**src/rtl/dpa_pkg.sv**
```systemverilog
// rtl/dpa_pkg.sv - shared types and helpers for the crossbar VOQ/arbiter slice
package dpa_pkg;

    localparam int N_PORTS = 4;
    localparam int FLIT_W  = 32;

    typedef logic [$clog2(N_PORTS)-1:0] port_idx_t;
    typedef logic [FLIT_W-1:0]          flit_t;

    // Index of the highest set bit; only meaningful for a one-hot input.
    function automatic int unsigned onehot_to_idx(input logic [31:0] onehot);
        int unsigned idx;
        idx = 0;
        for (int i = 0; i < 32; i++) begin
            if (onehot[i]) idx = i;
        end
        return idx;
    endfunction

endpackage

```
**src/rtl/dpa_voq_fifo.sv**
```systemverilog
// rtl/dpa_voq_fifo.sv - single circular FIFO backing one virtual output queue
module dpa_voq_fifo
    import dpa_pkg::*;
#(
    parameter int DATA_W = 32,
    parameter int DEPTH  = 8
) (
    input  logic                       clk,
    input  logic                       rst,
    input  logic                       push,
    input  logic                       pop,
    input  logic [DATA_W-1:0]          din,
    output logic [DATA_W-1:0]          dout,
    output logic [$clog2(DEPTH+1)-1:0] count,
    output logic                       empty,
    output logic                       full
);

    localparam int PTR_W = $clog2(DEPTH);
    localparam int CNT_W = $clog2(DEPTH+1);

    logic [DATA_W-1:0] mem [DEPTH];
    logic [PTR_W-1:0]  wr_ptr;
    logic [PTR_W-1:0]  rd_ptr;

    // DEPTH is a power of two, so pointer wrap is plain binary overflow.
    always_ff @(posedge clk) begin
        if (rst) begin
            wr_ptr <= '0;
            rd_ptr <= '0;
            count  <= '0;
        end else begin
            if (push) wr_ptr <= wr_ptr + PTR_W'(1);
            if (pop)  rd_ptr <= rd_ptr + PTR_W'(1);
            case ({push, pop})
                2'b10:   count <= count + CNT_W'(1);
                2'b01:   count <= count - CNT_W'(1);
                default: count <= count;
            endcase
        end
    end

    always_ff @(posedge clk) begin
        if (push) mem[wr_ptr] <= din;
    end

    assign dout  = mem[rd_ptr];
    assign empty = (count == '0);
    assign full  = (count == CNT_W'(DEPTH));

endmodule

```
**src/rtl/dpa_voq_buffer.sv**
```systemverilog
// rtl/dpa_voq_buffer.sv - per-input VOQ buffer feeding one row of the arbiter request matrix
module dpa_voq_buffer
    import dpa_pkg::*;
#(
    parameter int N      = N_PORTS,
    parameter int DATA_W = 32,
    parameter int DEPTH  = 8
) (
    input  logic                           clk,
    input  logic                           rst,
    input  logic                           in_valid,
    output logic                           in_ready,
    input  logic [$clog2(N)-1:0]           in_dest,
    input  logic [DATA_W-1:0]              in_data,
    output logic [N-1:0]                   request,
    input  logic [N-1:0]                   grant,
    output logic                           out_valid,
    output logic [$clog2(N)-1:0]           out_dest,
    output logic [DATA_W-1:0]              out_data,
    output logic [N*$clog2(DEPTH+1)-1:0]   occupancy,
    output logic                           err_grant
);

    localparam int IDX_W = $clog2(N);
    localparam int CNT_W = $clog2(DEPTH+1);

    logic [N-1:0]       push;
    logic [N-1:0]       pop;
    logic [N-1:0]       full;
    logic [N-1:0]       empty;
    logic [DATA_W-1:0]  head  [N];
    logic [CNT_W-1:0]   count [N];
    logic               grant_ok;
    logic [IDX_W-1:0]   grant_idx;

    // Full is judged on the registered count, so a same-cycle pop never opens in_ready.
    assign in_ready  = ~full[in_dest];
    assign grant_ok  = $onehot(grant) && ((grant & request) != '0);
    assign grant_idx = IDX_W'(onehot_to_idx(32'(grant)));

    for (genvar k = 0; k < N; k++) begin : gen_voq
        assign push[k]    = in_valid & in_ready & (in_dest == IDX_W'(k));
        assign pop[k]     = grant_ok & grant[k];
        assign request[k] = ~empty[k];
        assign occupancy[k*CNT_W +: CNT_W] = count[k];

        dpa_voq_fifo #(
            .DATA_W (DATA_W),
            .DEPTH  (DEPTH)
        ) u_fifo (
            .clk   (clk),
            .rst   (rst),
            .push  (push[k]),
            .pop   (pop[k]),
            .din   (in_data),
            .dout  (head[k]),
            .count (count[k]),
            .empty (empty[k]),
            .full  (full[k])
        );
    end

    always_ff @(posedge clk) begin
        if (rst) begin
            out_valid <= 1'b0;
            out_dest  <= '0;
            out_data  <= '0;
            err_grant <= 1'b0;
        end else begin
            out_valid <= grant_ok;
            if (grant_ok) begin
                out_dest <= grant_idx;
                out_data <= head[grant_idx];
            end
            if ((grant != '0) && !grant_ok) err_grant <= 1'b1;
        end
    end

    // Multi-hot is an arbiter bug; flag it loudly but keep simulating.
    always_ff @(posedge clk) begin
        if (!rst) begin
            assert (grant == '0 || $onehot(grant))
                else $warning("dpa_voq_buffer: multi-hot grant %b", grant);
        end
    end

endmodule

```
**config.mk**
```make
export PLATFORM = sky130hd
export DESIGN_NAME = dpa_voq_buffer
export DESIGN_NICKNAME = d
export VERILOG_FILES = /design/src/rtl/dpa_pkg.sv /design/src/rtl/dpa_voq_fifo.sv /design/src/rtl/dpa_voq_buffer.sv
export SDC_FILE = /design/constraint.sdc
export NUM_CORES = 1
export LEC_CHECK = 0
export BUFFER_PORTS_ARGS = -buffer_cell sky130_fd_sc_hd__buf_2
export CAP_MARGIN = 15
export CORE_MARGIN = 2
export CORE_UTILIZATION = 60
export CTS_CLUSTER_DIAMETER = 120
export CTS_CLUSTER_SIZE = 25
export DETAILED_ROUTE_END_ITERATION = 16
export PLACE_DENSITY = 0.74
export SLEW_MARGIN = 20
export SYNTH_ARGS = -nofsm -noshare
export SYNTH_HDL_FRONTEND = slang
export SYNTH_HIERARCHICAL = 1
export SYNTH_SLANG_ARGS = --single-unit
```
**constraint.sdc**
```tcl
create_clock -name clk -period 8.95 [get_ports clk]
set_clock_uncertainty 0.05 [all_clocks]
set_input_delay 0.4475 -clock clk [delete_from_list [all_inputs] [get_ports clk]]
set_output_delay 0.4475 -clock clk [all_outputs]
set_load 0.02 [all_outputs]
```
Yosys cells after proc, flatten, opt, wreduce, memory -nomap -nowiden --
Memories as Yosys holds them, arrays and structs flattened. A register that Yosys moved wholly into a read port is not among the register bits. Index checks and enable logic that the tools add are counted.
Storage, ports and cells: register bits after elaboration 76, memories 4, input bits 41, logic and storage cells 115, RAM bits 1024, output and inout port bits 57
Operators by class: reductions and logical operators 14, mux-type cells 28, add/subtract/negate cells 19, order comparisons 2, eq/ne operators 16, bitwise gates (word level) 16
Memory list:
- gen_voq[0].u_fifo.mem | words 8, width 32, read ports 1, clocked after memory_dff 1, wr ports 1, line dpa_voq_fifo.sv:22 | logic [DATA_W-1:0] mem [DEPTH];
- gen_voq[1].u_fifo.mem | words 8, width 32, read ports 1, clocked after memory_dff 1, wr ports 1, line dpa_voq_fifo.sv:22
- gen_voq[2].u_fifo.mem | words 8, width 32, read ports 1, clocked after memory_dff 1, wr ports 1, line dpa_voq_fifo.sv:22
- gen_voq[3].u_fifo.mem | words 8, width 32, read ports 1, clocked after memory_dff 1, wr ports 1, line dpa_voq_fifo.sv:22
Operators with widths (count):
- $bmux W32 S2 | 1
- $mux W32 | 2
- $pmux W4 S2 | 4
- $add A3 B1 Y3 const B | 8
- $mux W3 | 8
- $add A4 B1 Y4 const B | 4
- $eq A4 B4 Y1 const B | 4
- $logic_not A4 Y1 | 4
- $sub A4 B1 Y4 const B | 4
- $eq A2 B2 Y1 const B | 6
- $eq A2 B1 Y1 const B | 5
- $mux W1 | 10
- $and A1 B1 Y1 | 9
- $reduce_bool A2 Y1 | 4
- $reduce_bool A4 Y1 | 2
- $not A1 Y1 | 5
- $add A1 B1 Y2 | 2
- $and A4 B4 Y4 | 1
- $mux W2 | 2
- $add A2 B2 Y3 | 1
- $eq A3 B1 Y1 const B | 1
- $ge A3 B3 Y1 const B | 1
- $lt A2 B3 Y1 const B | 1
- $not A2 Y3 | 1
- other kinds (4) | 5

Logic depth before layout (Yosys ltp) --
depth after elaboration 8, gate-level depth with buffers 18

Cells and area by module --
Netlist, hierarchy kept.
Modules (own cells, without submodules):
- dpa_voq_fifo | area an instance 10397.5 um^2, seq. area each 7947.6 um^2, cells each 442, instances 4
- dpa_voq_buffer | area an instance 2484.9 um^2, seq. area each 720.7 um^2, cells each 328, instances 1

Worst setup path after synthesis --
OpenSTA, ideal clock, no wires.
kind in2reg, start point input port grant[1], end point register gen_voq[3].u_fifo.count[3], setup slack 4.527 ns, data required time 8.779 ns, setup time 0.121 ns, stages 17, arrival 4.252 ns, cells stage by stage buf_2 -> buf_2 -> inv_1 -> fa_1 -> inv_1 -> ha_1 -> ha_1 -> or3b_1 -> a41oi_4 -> buf_2 -> and2_1 -> ha_1 -> clkbuf_1 -> nor4b_1 -> o21ai_0 -> o31ai_1 -> mux2_2
Between the ends: cells in the longest elaborated chain, start to end 7, elaborated cells on any way between the ends 11, classes of those cells add/sub (2); eq/ne (3); mux (1); bitwise (2); reduce/logical (3)
RTL lines:
- start, declared | line dpa_voq_buffer.sv:16 | input logic [N-1:0] grant,
- $add A1 B1 Y2 (not written as such) | line dpa_voq_buffer.sv:38 | assign grant_ok = $onehot(grant) && ((grant & request) != '0);
- $add A2 B2 Y3 (not written as such) | line dpa_voq_buffer.sv:38
- $eq A3 B1 Y1 | line dpa_voq_buffer.sv:38
- $logic_and A1 B1 Y1 (*) | line dpa_voq_buffer.sv:38
- $and A1 B1 Y1 (*) | line dpa_voq_buffer.sv:43 | assign pop[k] = grant_ok & grant[k];
- via pop[3] | line dpa_voq_buffer.sv:28 | logic [N-1:0] pop;
- $eq A2 B1 Y1 or $eq A2 B2 Y1 (tied branches) | line dpa_voq_fifo.sv:35 | case ({push, pop})
- $pmux W4 S2 or $reduce_bool A2 Y1 (tied branches)
- end signal, assigned | line dpa_voq_fifo.sv:36 | 2'b10: count <= count + CNT_W'(1);
- end signal, assigned | line dpa_voq_fifo.sv:37 | 2'b01: count <= count - CNT_W'(1);
- end signal, assigned | line dpa_voq_fifo.sv:38 | default: count <= count;
- end, declared | line dpa_voq_fifo.sv:14 | output logic [$clog2(DEPTH+1)-1:0] count,
Mark *: on every way through the listed nets, which the timed path passes. The rest lies on a longest branch. A chain may end at the register's enable or synchronous reset.

Worst setup path after layout --
start point input port grant[1], end point register gen_voq[3].u_fifo.count[2]
The elaborated chain is that of the path after synthesis.

==> summary.txt <==
Layout
  • Final Util: 64.8%
  • Area Growth Syn to Fin: 7.03%
  • Post-route cell area: 0.0472 mm^2
  • Fin nets: 2251
  • Share of layout cells above drive strength 1: between 20% and 30%

Clocking
  • Clock Latency Late Sink: approximately 0.63 ns
  • H-tree depth: 2
  • Clk root buf: clkbuf_16
  • Cts repair resizes: 0
  • CTS max path bufs: 3
  • Hold_buf cts: 0
  • Total CTS buffers: 50
  • CTS Sinks: ~1100
  • Clock transition at the registers of the reported paths: 0.10 ns
  • CTS tree: done
  • Post CTS Setup Buffer Count: 0

Critical path
  • Worst Setup End Kind: flip-flop
  • Critical path's largest stage delay: ~0.68 ns
  • CP Class: input port to flip-flop
  • Critical path's most frequent cell: ha_1
  • Crit path DAT: 5.50 ns
  • Critical path, cell by cell: buf_2 -> buf_4 -> inv_1 -> fa_1 -> inv_1 -> ha_1 -> ha_1 -> or3b_1 -> a41oi_4 -> buf_4 -> and2_1 -> ha_1 -> xor2_1 -> ha_1 -> a21oi_1 -> xor2_1 -> or3_1 -> a21oi_1
  • Startpoint Class: input port
  • Worst-path fanout max: 70
  • Worst path slowest cell: buf_4
  • Critical Path RT: 9.46 ns

Synthesis
  • Compound-Gate Fraction of Synth Area: 1.84%
  • Synth Cell Area: 0.0441 mm^2
  • Synth top area share: 69.8%
  • Mux contribution to synthesized area: a little under a fifth
  • Synthesized net count: around 2200
  • Ys flop type: edfxtp_1
  • Synth unique cells: 35
  • Largest family of logic cells by synthesized area: multiplexers
  • Simple-Gate Fraction of Synth Area: 2.25%
  • Synth warnings: 6
  • Leading area contributor after synthesis: edfxtp_1
  • Most common cell in the netlist: edfxtp_1
  • Xor/xnor share of the synthesized area: less than 1%
  • Register area share after synthesis: 73.8%
  • Mapped Cells: 2096
  • Post-Synth Adder-Cell Area: 0.698%
  • Area contributors post-synth: edfxtp_1 70%, mux4_1 9.5%, mux4_2 5.0%
  • Top post-synthesis cells by count: 1024 x edfxtp_1, 164 x mux2_2, 160 x mux4_1
  • Syn avg cell area: 21.0 um^2
  • Ys async rst share: 0%
  • Post-synthesis register bit count: 1112
  • Number of synthesized flops with an enable pin: 1024

STA
  • Period utilization: 55.8%
  • Post-Route Setup TNS: 0 ns
  • Max Freq: 0.200 GHz
  • Worst-margin pin slew: 1.15 ns
  • Final setup viols: 0
  • Relative slew slack: 23.3%
  • Hold Vio Cnt, Final: 0
  • Hold WS: between 0.1 and 0.15 ns
  • RSZ-0062 raised after global routing: no
  • Min Tclk post-route: around 5 ns
  • Max-slew violations: 0

Drt
  • WL/cell: 30.7 um
  • TritonRoute pass-1 iters: 7
  • Vias after detailed routing: about 21000
  • Routed Antenna Nets: 0
  • DRC violations left: 0
  • Total wire length: 97.7 mm
  • Via density per instance: about 6.5
  • Iteration-0 DRC Markers: around 2400

Die
  • Die H: 275 um
  • Initial Util: 60.5%
  • Die ar.: 0.0756 mm^2
  • I/O pin cnt: 98
  • Num rows: 99
  • Die W: 275 um
  • Core area: 0.0728 mm^2

Global route
  • Grt ovf: 0
  • Gr usage total: a little over a quarter
  • Number of global-route vias before repair: 20900
  • Largest net degree at the start of global routing: 71
  • First-pass GRT wire length: 142 mm
  • Antenna violations before repair: 4

Power
  • Max VDD drop: 215 uV
  • Overall Power: between 0.008 and 0.009 W
  • PD cells: 188 mW/mm^2
  • Leak pwr: approximately 15 nW

Job
  • Max-cap violations: 0

Placed design
  • Final HPWL DP: 54.7 mm
  • Cell Area, Placed: between 0.04 and 0.05 mm^2
  • Gpl congestion: ~0.77
  • Port Buffers: slightly below 100

Outcome
  • Outcome: complete, no violations

Hold path
  • Worst hold path class: input port to flip-flop
[layout by cell type (no fill, tap or decap), drive strengths merged, types with 5 or more instances in the layout]
| master | Yosys | final |
|---|---|---|
| clkbuf | 35 | 91 |
| mux4 | 257 | 257 |
| nor2 | 95 | 95 |
| nor3 | 9 | 9 |
| nand2 | 57 | 57 |
| nor2b | 9 | 9 |
| a21oi | 45 | 45 |
| buf | 78 | 151 |
| inv | 46 | 47 |
| nor4b | 9 | 9 |
| mux2i | 13 | 13 |
| dfxtp | 88 | 88 |
| nor4bb | 5 | 5 |
| mux2 | 164 | 164 |
| o21ai | 45 | 45 |
| a311oi | 32 | 32 |
| ha | 23 | 23 |
| nand2b | 16 | 16 |
| xor2 | 20 | 20 |
| edfxtp | 1024 | 1024 |
[registers in the layout, summed over array words and instances (netlist names), named ones only]
signal / count
gen_voq.u_fifo/mem: 1024
gen_voq.u_fifo/count: 16
gen_voq.u_fifo/rd_ptr: 12
err_grant: 1
out_dest: 2
out_valid: 1
out_data: 32
gen_voq.u_fifo/wr_ptr: 12
[through the flow]
| step | instances | setup slack, ns |
|---|---|---|
| 6_report | 3187 | 3.96 |
| 5_1_grt | 3186 | 3.75 |
| 4_1_cts | 3186 | 4.05 |
| 3_5_place_dp | 3093 | 3.42 |
| 3_3_place_gp | 3093 | 3.50 |
| 2_1_floorplan | 2096 | 4.53 |
[power by group]
part	switching (W)	leakage (nW)	internal [W]
combinational	0.000302	4.23	0.000196
sequential	0.0000517	9.94	0.00571
clock	0.00150	0.687	0.00109
total	0.00186	14.9	0.00700
[cell families after synthesis]
group	Yosys count
and+or+nand+nor	214
muxes	434
DFF	1112
adders and majority gates	24
buffers and inverters	159
AOI/OAI and AO/OA	129
xor gates and xnor gates	24
[layout make-up]
cell class / instances / area, um^2
antenna: 1 / 2.50
clock buffer: 91 / 1430
clock inverter: 2 / 25.0
fill: 4736 / 25700
inverter: 46 / 173
multi-input combinational: 825 / 10900
sequential: 1112 / 32500
tap: 959 / 1200
timing repair buffer: 151 / 893
[final timing paths]
check / start / to / slack (ns) / cells after the start
worst max-delay path: grant[1] / gen_voq[3].u_fifo/count[2] / 3.96 / 18
worst min register to register: gen_voq[2].u_fifo/wr_ptr[0] / gen_voq[2].u_fifo/wr_ptr[0] / 0.44 / 2
worst max register to register: gen_voq[1].u_fifo/count[0] / gen_voq[3].u_fifo/count[3] / 5.06 / 10
worst min-delay path: rst / gen_voq[1].u_fifo/count[1] / 0.14 / 2
[per-layer routing]
layer / part of all wire, % / track usage [%]
met5: 0.037 / 0
met2: 50 / 44.5
met3: 7.2 / 3.05
met1: 40 / 37.4
met4: 2.5 / 6.70
[critical path, delay by kind of cell]
family	cells	cell delay [ns]
fa+ha+maj	5	1.44
compound gates	3	0.44
xor+xnor	2	0.35
buf+inv	5	1.61
simple gates	3	1.11
Power figures use the tool's default switching activity.
